File: config.mk
export PLATFORM = sky130hd
export DESIGN_NAME = shift_seq_ctrl
export DESIGN_NICKNAME = d
export VERILOG_FILES = /design/src/rtl/shift_seq_ctrl.sv
export SDC_FILE = /design/constraint.sdc
export NUM_CORES = 1
export LEC_CHECK = 0
export CAP_MARGIN = 15
export CORE_UTILIZATION = 50
export DETAILED_ROUTE_END_ITERATION = 16
export PLACE_DENSITY = 0.81
export SETUP_SLACK_MARGIN = 0.2
export SYNTH_ARGS = -nofsm -noshare
export SYNTH_HDL_FRONTEND = slang
export SYNTH_SLANG_ARGS = --single-unit
File: constraint.sdc
create_clock -name clk -period 4.14 [get_ports clk]
set_clock_uncertainty 0.15 [all_clocks]
set_input_delay 0.621 -clock clk [delete_from_list [all_inputs] [get_ports clk]]
set_output_delay 0.621 -clock clk [all_outputs]
set_load 0.05 [all_outputs]
File: src/rtl/shift_seq_ctrl.sv
// Serial shift-chain sequencer: captures a parallel word on start, shifts it MSB-first
// into a WIDTH-bit chain (mirrored on q) and pulses done when the chain holds the word.
module shift_seq_ctrl #(
  parameter int WIDTH = 5,
  parameter int CNT_W = 3
) (
  input  logic             clk,
  input  logic             clr,
  input  logic             start,
  input  logic [WIDTH-1:0] din,
  output logic             busy,
  output logic             done,
  output logic             shift_en,
  output logic             ser_data,
  output logic [WIDTH-1:0] q,
  output logic [CNT_W-1:0] count
);

  typedef enum logic [1:0] {
    ST_IDLE,
    ST_SHIFT,
    ST_DONE
  } state_t;

  localparam logic [CNT_W-1:0] LAST_IDX = CNT_W'(WIDTH - 1);

  state_t           state;
  logic [WIDTH-1:0] hold;
  logic [WIDTH-1:0] hold_shifted;
  logic [CNT_W-1:0] bit_idx;

  // Bit selection goes through a shift so the index width need not match $clog2(WIDTH).
  always_comb begin
    shift_en     = (state == ST_SHIFT);
    bit_idx      = LAST_IDX - count;
    hold_shifted = hold >> bit_idx;
    ser_data     = shift_en & hold_shifted[0];
  end

  // NOTE: every register below uses <= so all updates see the pre-edge values;
  // the q shift relies on ser_data computed from the old count.
  always_ff @(posedge clk or posedge clr) begin
    if (clr) begin
      state <= ST_IDLE;
      hold  <= '0;
      q     <= '0;
      count <= '0;
      busy  <= 1'b0;
      done  <= 1'b0;
    end else begin
      case (state)
        ST_IDLE: begin
          if (start) begin
            hold  <= din;
            count <= '0;
            busy  <= 1'b1;
            state <= ST_SHIFT;
          end
        end
        ST_SHIFT: begin
          q     <= {q[WIDTH-2:0], ser_data};
          count <= count + CNT_W'(1);
          if (count == LAST_IDX) begin
            state <= ST_DONE;
            done  <= 1'b1;
          end
        end
        ST_DONE: begin
          state <= ST_IDLE;
          busy  <= 1'b0;
          done  <= 1'b0;
          count <= '0;
        end
        default: begin
          state <= ST_IDLE;
          busy  <= 1'b0;
          done  <= 1'b0;
          count <= '0;
        end
      endcase
    end
  end

endmodule

# --- Word level (Yosys, flattened, before mapping) ---
# Cells that the tools add are included.
word_totals:
  reg_bits: 17
  input_bits: 8
  wordCells: 30
classes:
  n_addsub: 2
  n_eq_ne: 4
  shifts: 1
  muxes: 9
  bitwise_logic: 3
  n_reduce_logical: 5
op_table:
  columns: ["cell", "n"]
  rows:
  - ["2-bit AND reduction", 4]
  - ["3-bit one-hot mux with 2 select lines", 1]
  - ["5-bit by 3-bit right shift with 1-bit output", 1]
  - ["2-bit two-way mux", 2]
  - ["1-bit one-hot mux with 2 select lines", 2]
  - ["2-bit one-hot mux with 2 select lines", 1]
  - ["3-bit by 1-bit adder with 3-bit output (second input constant)", 1]
  - ["3-bit == test (second input constant)", 1]
  - ["3-bit two-way mux", 1]
  - ["3-bit subtractor (first input constant)", 1]
  - ["2-bit by 1-bit == test with 1-bit output (second input constant)", 1]
  - ["2-bit logical NOT", 1]
  - ["1-bit two-way mux", 2]
  - ["2-bit by 1-bit != test with 1-bit output (second input constant)", 1]
  - ["2-bit != test (second input constant)", 1]
  - ["1-bit inverter", 2]
  - ["1-bit bitwise AND", 1]

# --- Depth between registers and ports, before layout ---
depth:
  depth_word: 3
  depth_mapped: 6
  mapped_depth_nobuf: 6

# --- Worst setup path after synthesis ---
# OpenSTA, ideal clock, no wires.
synth_path:
  kind: "register to output"
  from: "reg count[0]"
  to: "out ser_data"
  arrival_time_ps: 2441
  t_required_ps: 3369
  path_slack_ps: 928
  path_stages_with_launch: 6
  path_buffers: 0
  cell_sequence: "dfrtp_1 inv_1 ha_1 ha_1 or3_1 a21oi_1"
synth_via:
  elab_chain_cells: 3
synth_rtl:
  columns: ["item", "line", "text"]
  rows:
  - ["from (decl)", "16", "output logic [CNT_W-1:0] count"]
  - ["from (signal assigned)", "62", "count <= count + CNT_W'(1);"]
  - ["3-bit subtractor", "35", "bit_idx = LAST_IDX - count;"]
  - ["5-bit by 3-bit right shift with 1-bit output", "36", "hold_shifted = hold >> bit_idx;"]
  - ["1-bit bitwise AND", "37", "ser_data = shift_en & hold_shifted[0];"]
  - ["to (decl)", "14", "output logic ser_data,"]
# Every way passes these cells.

# --- Worst setup path in the final report ---
# Same ends and word-level chain as after synthesis.

==> qor.yml <==
core-area_um2: 1380
cts_resized: 0
min_period_over_period_pct: 83.2
routed.top_layer: "met4"
cts_made_buffers: 3
antennaDiodeCount: 0
crit_chain: "inv_1, ha_1, ha_1, or3_1, a21oi_1, clkdlybuf4s50_1"
crit_buf_inv: 2
synth_top_family_by_area: "simple AND/OR/NAND/NOR gates"
htreeDepth: 1
crit_cells: 6
cp-end-kind: "output pin"
clock_sinks: 17
tightest_slew_ns: 0.626
yosys.area_share.xor_xnor_pct: 1.12
synth-simple-area-share_pct: 15.5
syn_area_um2: 781
cp_slowest_cell: "clkdlybuf4s50_1"
crit_fanout: 6
drc: 0
synth_mux_area_share_pct: 12.2
via_count: 562
endpoint: "ser_data"
wl_per_cell_um: 12.6
rows: 13
finalInstanceArea_um2: 998
place_inst: 102
syn_to_final_growth_pct: 27.9
via_per_inst: 5.30
io-pin-count: 20
postCtsSetupBuffers: 0
cts_root_buffer: "clkbuf_4"
avgSynthCellArea_um2: 11.2
slew_viol_final: 0
dpl.hpwl_mm: 1.01
overflow: 0
post-route-min-period_ns: 3.44
wl_met1_um: 616
critPathLaunch: "count[0]"
dieArea_um2: 1720
yosysSeqAreaShare_pct: 54.5
clock_latency_ns: 0.29
required_ns: 3.37
hp-class: "register to register"
yosysTopAreaCell: "dfrtp_1"
io_buffers: 19
cp_slowest_stage_delay_ns: 0.82
dr_wl_met2_um: 672
grt_usage_pct: 18.5
syn_inst: 70
crit_top_cell: "ha_1"
grt_max_degree: 18
die_y_um: 41.5
relSlewSlack_pct: 58.2
rr_worst_depth: 5
grt_pass1_wl_mm: 2.43
synth_warnings: 0
synthTopCellsByArea: "dfrtp_1 (54%), mux2_4 (9.6%), nand2_1 (6.3%)"
nets: 103
synth-adder-area-share_pct: 4.81
initial_core_util_pct: 56.5
die_w_um: 41.5
multi_input_comb_area_um2: 318
fmax_mhz: 290
setup_tns_ns: 0
synth-compound-area-share_pct: 7.05
met3_length_um: 36
place_area_um2: 971
r2r_slack_ns: 2.32
mappedNetlistNets: 81
grt_pass1_vias: 573
routed_wl_mm: 1.34
antenna_found_initial: 0
rr_startpoint: "count[0]"
synth-seq-cells: 17
fin_cells: 106
worstSetupPathType: "register to output pin"
rsz0062_at_grt: "no"
hold_viol: 0
seqCellArea_um2: 425
fill_cells: 98
netlist.area_leader.share_pct: 54.5
worstPathArrival_ns: 2.67
setup_viol: 0
clock_path_buffers: 2
gp_congestion: 0.845
drtIter0Drc: 7
synth_cell_type_count: 22
drt_first_pass_iters: 4
hold_buffers: 0
drv_cap: 0
cts_tree: "yes"
run_status: "completed"
antenna_left: 0
drive_above_1_share_pct: 12.1
timing.rr.end: "q[0]"
cpLargestDelayFamily: "buffers and inverters"
cts.clk_slew.worst_paths_ns: 0.10
cp-start-kind: "register"
[metal layers]
metal / GRT usage [%] / vias up
met5: 0 / -
met4: 7.74 / 0
met3: 5.22 / 2
met2: 30.6 / 12
met1: 22.6 / 272
li1: - / 276
[flip-flops by register name, indices dropped and copies added, names as in the netlist]
register,cells
hold,5
q,5
count,3
state,2
busy,1
done,1
[synth_stat cells]
master / count
a22oi_1: 2
nand2_1: 13
o21ai_0: 2
nor3b_1: 1
xor2_1: 1
nand2b_1: 1
inv_1: 4
a21oi_1: 3
buf_6: 1
and2_4: 1
buf_4: 1
and2_1: 1
nor2_1: 7
or3_1: 1
dfrtp_1: 17
nand4bb_1: 1
mux2i_1: 2
a31oi_1: 1
inv_2: 1
o31a_1: 1
mux2_4: 5
ha_1: 3
[worst min-delay path by stage]
stage                        from      end  slack [ns]  cells past startpoint
final                        q[4]     q[4]        0.34                      2
after global routing         q[4]     q[4]        0.39                      2
after CTS                    q[4]     q[4]        0.35                      2
after detailed placement     q[4]     q[4]        0.33                      2
after global placement       q[4]     q[4]        0.31                      2
after floorplan           hold[0]  hold[0]        0.33                      1
[layout by cell type (no fill, tap or decap)]
cell	n
a21oi_1	3
clkbuf_4	3
a22oi_1	2
or3_1	1
mux2i_1	2
clkdlybuf4s50_1	19
and2_1	1
dfrtp_1	17
nand4bb_1	1
inv_2	1
o21ai_0	2
a31oi_1	1
nor2_1	7
o31a_1	1
clkinv_2	1
nand2b_1	1
ha_1	3
and2_4	1
mux2_4	5
xor2_1	1
inv_1	4
nor3b_1	1
nand2_1	13
[logic make-up (layout without fill, tap and decap cells)]
family,count (synthesis),in the layout
compound gates,9,9
xor+xnor,1,1
fa+ha+maj,3,3
buf+inv,7,28
flops,17,17
mux,7,7
simple gates,26,26
[metrics by stage]
stage	utilization, %	setup WS (ns)	hold slack [ns]
2_1_floorplan	-	0.928	0.331
3_3_place_gp	70.2	1.09	0.308
3_5_place_dp	70.2	1.03	0.331
4_1_cts	72.2	0.692	0.354
5_1_grt	72.2	0.559	0.387
6_report	72.2	0.696	0.343
[area by class of cell]
class	instances	area share, %
clock buffer	3	2.26
clock inverter	1	0.501
inverter	5	1.88
multi-input combinational	46	31.8
sequential	17	42.6
tap	15	1.88
timing repair buffer	19	19.0
[worst register-to-register path, cell delays in order (launching register included)]
cell,delay (ns)
dfrtp_1,0.45
inv_1,0.11
ha_1,0.20
ha_1,0.30
or3_1,0.37
a31oi_1,0.16
Power is not shown: default switching activity piles up to over one toggle a cycle in this logic, so the estimate is an artifact.
